--- src/rtl/audio_dac_serializer_if.sv ---
// Sample handshake between the filter stage and the DAC serializer.
// The filter drives a {left, right} word with valid; the serializer answers with ready.
interface audio_dac_serializer_if #(
    parameter int DATA_W = 16
);
    logic [2*DATA_W-1:0] sample_in;
    logic                sample_valid;
    logic                sample_ready;

    modport master (output sample_in, output sample_valid, input sample_ready);
    modport slave  (input sample_in, input sample_valid, output sample_ready);
endinterface

--- src/rtl/audio_dac_serializer.sv ---
// Serializes {left, right} stereo words onto AUD_DACDAT for a codec that masters BCLK/LRCK.
// Codec pins are oversampled in the clk domain; actions happen only on detected BCLK falls.
//
//  state | meaning
//  IDLE  | after reset, AUD_DACDAT held 0 until the first LRCK 1->0
//  LEFT  | sending the left half of the current word
//  RIGHT | sending the right half of the current word
module audio_dac_serializer #(
    parameter int DATA_W      = 16,
    parameter int I2S_DELAY   = 1,
    parameter int SYNC_STAGES = 2
) (
    input  logic                   clk,
    input  logic                   rst,
    input  logic                   AUD_BCLK,
    input  logic                   AUD_DACLRCK,
    audio_dac_serializer_if.slave  smp,
    output logic                   AUD_DACDAT,
    output logic                   frame_start,
    output logic                   underrun
);
    typedef enum logic [1:0] {IDLE, LEFT, RIGHT} state_t;

    localparam logic [6:0] K_FIRST = 7'(1 + I2S_DELAY);
    localparam logic [6:0] K_END   = 7'(DATA_W + 1 + I2S_DELAY);

    state_t state, state_nxt;

    logic [SYNC_STAGES-1:0] bclk_sync, lrck_sync;
    logic                   bclk_prev, lr_prev, lr_prev_nxt;
    logic                   bclk_s, lrck_s, fall, left_start, xfer;
    logic [2*DATA_W-1:0]    hold_q, word_q, word_nxt;
    logic                   hold_full, hold_full_nxt;
    logic [5:0]             bit_cnt, bit_cnt_nxt;
    logic [6:0]             cnt_ext, shamt;
    logic [DATA_W-1:0]      half, half_sh;
    logic                   dacdat_nxt;

    assign bclk_s     = bclk_sync[SYNC_STAGES-1];
    assign lrck_s     = lrck_sync[SYNC_STAGES-1];
    assign fall       = bclk_prev & ~bclk_s;
    assign left_start = fall & lr_prev & ~lrck_s;

    assign smp.sample_ready = ~hold_full;
    assign xfer             = smp.sample_valid & ~hold_full;

    always_ff @(posedge clk or negedge rst) begin
        if (!rst) state <= IDLE;
        else      state <= state_nxt;
    end

    always_comb begin
        state_nxt     = state;
        hold_full_nxt = hold_full;
        bit_cnt_nxt   = bit_cnt;
        word_nxt      = word_q;
        lr_prev_nxt   = lr_prev;
        dacdat_nxt    = AUD_DACDAT;
        frame_start   = 1'b0;
        underrun      = 1'b0;
        half          = '0;
        cnt_ext       = '0;
        shamt         = '0;
        half_sh       = '0;

        if (xfer) hold_full_nxt = 1'b1;

        if (fall) begin
            lr_prev_nxt = lrck_s;
            if (lrck_s != lr_prev)     bit_cnt_nxt = 6'd1;
            else if (bit_cnt != 6'd63) bit_cnt_nxt = bit_cnt + 6'd1;

            // A word handed over in this same clk stays in the holding register for the next frame.
            if (left_start) begin
                frame_start = 1'b1;
                state_nxt   = LEFT;
                if (hold_full) begin
                    word_nxt      = hold_q;
                    hold_full_nxt = 1'b0;
                end else begin
                    word_nxt = '0;
                    underrun = 1'b1;
                end
            end else if (state == LEFT && lrck_s) begin
                state_nxt = RIGHT;
            end

            half    = (state_nxt == RIGHT) ? word_nxt[DATA_W-1:0] : word_nxt[2*DATA_W-1:DATA_W];
            cnt_ext = {1'b0, bit_cnt_nxt};
            shamt   = cnt_ext - K_FIRST;
            half_sh = half << shamt;
            if (state_nxt != IDLE && cnt_ext >= K_FIRST && cnt_ext < K_END)
                dacdat_nxt = half_sh[DATA_W-1];
            else
                dacdat_nxt = 1'b0;
        end
    end

    always_ff @(posedge clk or negedge rst) begin
        if (!rst) begin
            bclk_sync  <= '0;
            lrck_sync  <= '0;
            bclk_prev  <= 1'b0;
            lr_prev    <= 1'b0;
            hold_q     <= '0;
            hold_full  <= 1'b0;
            word_q     <= '0;
            bit_cnt    <= '0;
            AUD_DACDAT <= 1'b0;
        end else begin
            bclk_sync  <= {bclk_sync[SYNC_STAGES-2:0], AUD_BCLK};
            lrck_sync  <= {lrck_sync[SYNC_STAGES-2:0], AUD_DACLRCK};
            bclk_prev  <= bclk_s;
            lr_prev    <= lr_prev_nxt;
            if (xfer) hold_q <= smp.sample_in;
            hold_full  <= hold_full_nxt;
            word_q     <= word_nxt;
            bit_cnt    <= bit_cnt_nxt;
            AUD_DACDAT <= dacdat_nxt;
        end
    end
endmodule

--- src/flat_wrapper.sv ---
// flat-port wrapper written by rule: the top's interface ports become plain ports
module audio_dac_serializer_flat 
#(
    parameter int DATA_W      = 16,
    parameter int I2S_DELAY   = 1,
    parameter int SYNC_STAGES = 2
)
  (clk, rst, AUD_BCLK, AUD_DACLRCK, AUD_DACDAT, frame_start, underrun, smp_sample_in, smp_sample_valid, smp_sample_ready);
  audio_dac_serializer_if #(.DATA_W(DATA_W)) smp_i ();
  input  logic clk;
  input  logic rst;
  input  logic AUD_BCLK;
  input  logic AUD_DACLRCK;
  output logic AUD_DACDAT;
  output logic frame_start;
  output logic underrun;
  input wire logic [$bits(smp_i.sample_in)-1:0] smp_sample_in;
  input wire logic [$bits(smp_i.sample_valid)-1:0] smp_sample_valid;
  output wire logic [$bits(smp_i.sample_ready)-1:0] smp_sample_ready;
  assign smp_i.sample_in = smp_sample_in;
  assign smp_i.sample_valid = smp_sample_valid;
  assign smp_sample_ready = smp_i.sample_ready;
  audio_dac_serializer #(.DATA_W(DATA_W), .I2S_DELAY(I2S_DELAY), .SYNC_STAGES(SYNC_STAGES)) u_core (.clk(clk), .rst(rst), .AUD_BCLK(AUD_BCLK), .AUD_DACLRCK(AUD_DACLRCK), .smp(smp_i), .AUD_DACDAT(AUD_DACDAT), .frame_start(frame_start), .underrun(underrun));
endmodule
--- config.mk ---
export PLATFORM = sky130hd
export DESIGN_NAME = audio_dac_serializer_flat
export DESIGN_NICKNAME = d
export VERILOG_FILES = /design/src/rtl/audio_dac_serializer_if.sv /design/src/rtl/audio_dac_serializer.sv /design/src/flat_wrapper.sv
export SDC_FILE = /design/constraint.sdc
export NUM_CORES = 1
export LEC_CHECK = 0
export CAP_MARGIN = 20
export CORE_MARGIN = 1
export CORE_UTILIZATION = 56
export DETAILED_ROUTE_END_ITERATION = 6
export PLACE_DENSITY_LB_ADDON = 0.25
export SLEW_MARGIN = 0
export SYNTH_ARGS = -nofsm -noshare
export SYNTH_HDL_FRONTEND = slang
export SYNTH_SLANG_ARGS = --single-unit
--- constraint.sdc ---
create_clock -name clk -period 4 [get_ports clk]
set_clock_uncertainty 0.15 [all_clocks]
set_input_delay 0.8 -clock clk [delete_from_list [all_inputs] [get_ports clk]]
set_output_delay 0.8 -clock clk [all_outputs]
set_load 0.005 [all_outputs]
# ---- Word level (Yosys, flattened, before mapping)
# Cells that the tools add are included.
# Widths: inputs -> output; s select.
dict set report word_totals {
  ff_bits 80
  in_bits 37
  elab_cells 50
}
dict set report classes {
  addsub 2
  magnitude_cmp 2
  eq_ne 4
  shift 1
  n_mux 20
  bitwise 7
  reduce_logical 4
}
# op count
set ops {}
lappend ops {{$mux 32} 3}
lappend ops {{$mux 6} 3}
lappend ops {{$mux 16} 1}
lappend ops {{$shl 16x7->16} 1}
lappend ops {{$mux 1} 10}
lappend ops {{$sub 6x2->7 const B} 1}
lappend ops {{$add 6x1->6 const B} 1}
lappend ops {{$ge 6x2->1 const B} 1}
lappend ops {{$lt 6x5->1 const B} 1}
lappend ops {{$mux 2} 3}
lappend ops {{$ne 6x6->1 const B} 1}
lappend ops {{$and 1x1->1} 4}
lappend ops {{$logic_and 1x1->1} 3}
lappend ops {{$not 1->1} 3}
lappend ops {{$eq 2x1->1 const B} 1}
lappend ops {{$eq 2x2->1 const B} 1}
lappend ops {{$reduce_bool 2->1} 1}
lappend ops {{$ne 1x1->1} 1}

# ---- Depth between registers and ports, before layout
dict set report logic_depth {
  ltp_word 10
  depth_mapped 13
  ltp_nobuf 12
}

# ---- Worst setup path before layout
# No wires, ideal clock.
dict set report synth_timing {
  path_type {reg-to-reg}
  from {register u_core.bit_cnt[0]}
  to {register u_core.AUD_DACDAT}
  setup_ns 0.140
  t_arrival_ns 2.809
  t_required_ns 3.710
  path_slack_ns 0.901
  stages_incl_launch_ff 13
  synth_period_minus_slack_ns 3.099
  cell_sequence {dfrtp_1 > ha_1 > nand2_1 > nor2_1 > mux2i_4 > inv_1 > ha_1 > and2_2 > a211oi_1 > mux4_2 > or3_1 > nand4_1 > o221ai_1}
}
dict set report synth_between {
  elab_chain_len 8
  elab_cells_between_ends 12
}
# element line
set synth_lines {}
lappend synth_lines {{start, declared} audio_dac_serializer.sv:34} ;# logic [5:0] bit_cnt, bit_cnt_nxt;
lappend synth_lines {{start signal, assigned} audio_dac_serializer.sv:118} ;# bit_cnt <= bit_cnt_nxt;
lappend synth_lines {{$add 6x1->6 or $ne 6x6->1 (tied branches)} audio_dac_serializer.sv:71} ;# else if (bit_cnt != 6'd63) bit_cnt_nxt = bit_cnt + 6'd1;
lappend synth_lines {{$mux 6 (*)} audio_dac_serializer.sv:71}
lappend synth_lines {{$mux 6 (*)} audio_dac_serializer.sv:70} ;# if (lrck_s != lr_prev) bit_cnt_nxt = 6'd1;
lappend synth_lines {{$mux 6 (*)} audio_dac_serializer.sv:68} ;# if (fall) begin
lappend synth_lines {{branches (longest 3 deep; another with $sub 6x2->7)} -}
lappend synth_lines {{$mux 1 (*)} audio_dac_serializer.sv:92} ;# if (state_nxt != IDLE && cnt_ext >= K_FIRST && cnt_ext < K_END)
lappend synth_lines {{end signal, assigned} audio_dac_serializer.sv:119} ;# AUD_DACDAT <= dacdat_nxt;
lappend synth_lines {{end, declared} audio_dac_serializer.sv:18} ;# output logic AUD_DACDAT,
# Every way passes the cells marked *. The select of a mux whose other input is x is not followed.
# A chain may end at the register's enable or synchronous reset.

# ---- Worst setup path after layout
# Same ends and word-level chain as after synthesis.

==> metrics.txt <==
Gate power share=29.7%; post-synthesis sequential area ratio=between 50% and 60%; peak supply drop=401 uV; placer congestion estimate=approximately 0.90; failing checks=design-rule violations; Worst Path Required=4.07 ns; share of flip-flops with an asynchronous set or reset=100%; Worst EP arrival=approximately 3.7 ns; largest net degree at the start of global routing=81; Die ar.=roughly 7000 sq um; Total GRT Usage=a little under a quarter; Primary FF master, synth=dfrtp_1; initial antenna violation count=0; area grow syn2layout=18.1%; wirelength, routed=about 7.3 mm; Ant. Diodes=0; row count=29; Peak Freq=around 280 MHz; Max Cap Viol=0; Core ar.=approximately 6400 sq um; Final period util=between 90% and 100%; Port Buffers=40; post-route minimum period=roughly 3.6 ns; Mean Syn Cell Area=between 10 and 15 sq um; Post-DP HPWL=4.83 mm; Post-synth EDFFs=0; layout cells sized above 1=~17%; nets=between 400 and 500; Post-CTS Setup Repair Bufs=0; Overflow after GRT=0; DRT Pass-1 Iters=6; Total Power=between 0.002 and 0.003 W; htree depth=3; Root Buffer=clkbuf_8; clock share of power=24.1%; Min-Delay Path Class=primary input to async pin; Resized cells post-CTS=0; Crit. End Element=flop; Leak Pwr=about 2 nW; vias in the first global route=roughly 2,700; Hold Buf Count CTS=0; Int Power=~0.002 W; via count=2,669; Post-Syn Nets=roughly 390; CTS Sinks=80; DRC=2; post-DR wirelength/cell=about 16 um; Synth Cell Area=3760 sq um; sequential share of power=between 40% and 50%; initial DRC count=~140; Least-Margin Pin Slew=between 0.7 and 0.8 ns; Mapped Cells=between 300 and 400; P_sw=0.000910 W; RSZ-0062 raised after global routing=no; Top-Level Pins=41; first-pass GRT wire length=approximately 13 mm; DIE HEIGHT=around 84 um; Worst setup SP type=flop; Final Hold Vio Count=0; synthesized flop and latch total=80; status=finished with violations; CTS Buf Count=9; width of the die=83.9 um; setup tns final=0 ns; Clock Latency Late Sink=~0.35 ns; maximum clock path buffer count=2; clock tree from TritonCTS=done; Sw Share=31.2%; clock-pin slew of the registers on the worst-case setup and hold paths=approximately 0.080 ns; Post-DRT Antenna Nets=0; Yosys cell types=55; Initial Utilization=between 50% and 60%; final setup violation count=0; YS warnings=0; Crit Path Max Fanout=7; power per cell area=657 nW/um^2; Via density=approximately 5.7; Setup CP Type=flop to flop; Pins Over Slew Limit=0; Slew HR=~53%
## cell type report
cell class              instances  area (sq um)
repair buffers                 47           470
multi-input cells             245          1610
flip-flops and latches         80          2000
clock buffers                   9           124
clock inverters                 6           109
fillers                       495          1980
well taps                      77          96.3
inverters                       7          26.3
## power by group through the flow
| stage | combinational (W) | clock [W] | sequential, W |
|---|---|---|---|
| finish | 0.000867 | 0.000703 | 0.00135 |
| detailed placement | 0.000866 | 0 | 0.00136 |
| global route | 0.000975 | 0.000744 | 0.00140 |
| floorplan | 0.000694 | 0 | 0.00128 |
| global placement | 0.000831 | 0 | 0.00135 |
| CTS | 0.000874 | 0.000711 | 0.00135 |
## per-layer routing
metal	global-route usage [%]	wire, um
met1	30.2	3280
met2	38.7	3620
met3	5.64	287
met4	8.31	146
met5	0	0
## synthesized netlist by cell type, types with 2 or more instances
| master | n | area, sq um |
|---|---|---|
| o21ai_0 | 13 | 65.1 |
| nand2_1 | 84 | 315 |
| mux4_2 | 2 | 45.0 |
| a211oi_1 | 3 | 22.5 |
| buf_6 | 3 | 33.8 |
| dfrtp_1 | 80 | 2000 |
| o211ai_1 | 8 | 60.1 |
| inv_1 | 6 | 22.5 |
| nor2b_1 | 3 | 18.8 |
| nand2b_1 | 4 | 25.0 |
| nor2_1 | 9 | 33.8 |
| o31ai_1 | 2 | 15.0 |
| mux2i_1 | 8 | 80.1 |
| a21oi_1 | 8 | 40.0 |
| o21a_1 | 4 | 30.0 |
| clkbuf_1 | 13 | 48.8 |
| nand3_1 | 30 | 150 |
| mux2_2 | 33 | 372 |
| nand4_1 | 2 | 12.5 |
| ha_1 | 3 | 37.5 |
## worst max-delay path, cell delays in order, from the launching register on
cell      delay (ns)
dfrtp_1         0.45
ha_1            0.23
nand2_1         0.15
nor2_1          0.27
mux2i_4         0.37
inv_1           0.17
ha_1            0.25
and2_2          0.18
a211oi_1        0.39
mux4_2          0.36
or3_1           0.32
nand4_1         0.10
o221ai_1        0.10
## per-stage QoR
stage / area [sq um] / hold slack, ns / std cells / util (%) / setup slack (ns)
floorplan: 3760 / 0.181 / 353 / - / 0.901
global placement: 4180 / 0.187 / 455 / 65.0 / 0.669
detailed placement: 4180 / 0.187 / 455 / 65.0 / 0.441
CTS: 4410 / 0.206 / 470 / 68.7 / 0.420
global route: 4440 / 0.111 / 471 / 69.1 / 0.182
finish: 4440 / 0.117 / 471 / 69.1 / 0.385
## logic make-up (layout without fill, tap and decap cells)
family          after synthesis  in the layout  share of synthesized area [%]
flops                        80             80                           53.3
compound gates               51             51                           9.62
simple gates                144            144                           17.3
buf+inv                      28             69                           4.09
mux                          45             45                           14.2
xor+xnor                      2              2                          0.466
fa+ha+maj                     3              3                          0.999
## registers in the layout (all words and copies together) (netlist names)
| signal | cells |
|---|---|
| u_core.word_q | 32 |
| u_core.hold_full | 1 |
| u_core.bit_cnt | 6 |
| u_core.AUD_DACDAT | 1 |
| u_core.hold_q | 32 |
| u_core.lr_prev | 1 |
| u_core.bclk_prev | 1 |
| u_core.bclk_sync | 2 |
| u_core.lrck_sync | 2 |
| u_core.state | 2 |
## cell usage in the layout, fill, tap and decap left out, drive strengths merged, types with 4 or more instances in the layout
cell,synthesis,final
a21oi,8,8
buf,7,8
clkbuf,14,9
clkdlybuf4s50,0,39
dfrtp,80,80
inv,7,7
mux2,34,34
mux2i,9,9
nand2,84,84
nand2b,4,4
nand3,30,30
nor2,9,9
o211ai,8,8
o21a,4,4
o21ai,14,14
## worst paths after layout
kind                                               start                       endpoint  slack (ns)  cells after the start
max                        u_core.bit_cnt[0]$_DFFE_PN0P_  u_core.AUD_DACDAT$_DFFE_PN0P_        0.38                     12
max reg2reg                u_core.bit_cnt[0]$_DFFE_PN0P_  u_core.AUD_DACDAT$_DFFE_PN0P_        0.38                     12
max in group asynchronous                            rst  u_core.word_q[14]$_DFFE_PN0P_        3.00                      2
min in group clk           u_core.bclk_sync[0]$_DFF_PN0_  u_core.bclk_sync[1]$_DFF_PN0_        0.21                      0
min reg2reg                u_core.bclk_sync[0]$_DFF_PN0_  u_core.bclk_sync[1]$_DFF_PN0_        0.21                      0
min                                                  rst     u_core.bclk_prev$_DFF_PN0_        0.12                      1
No activity file was read; power rests on OpenSTA's default activity.
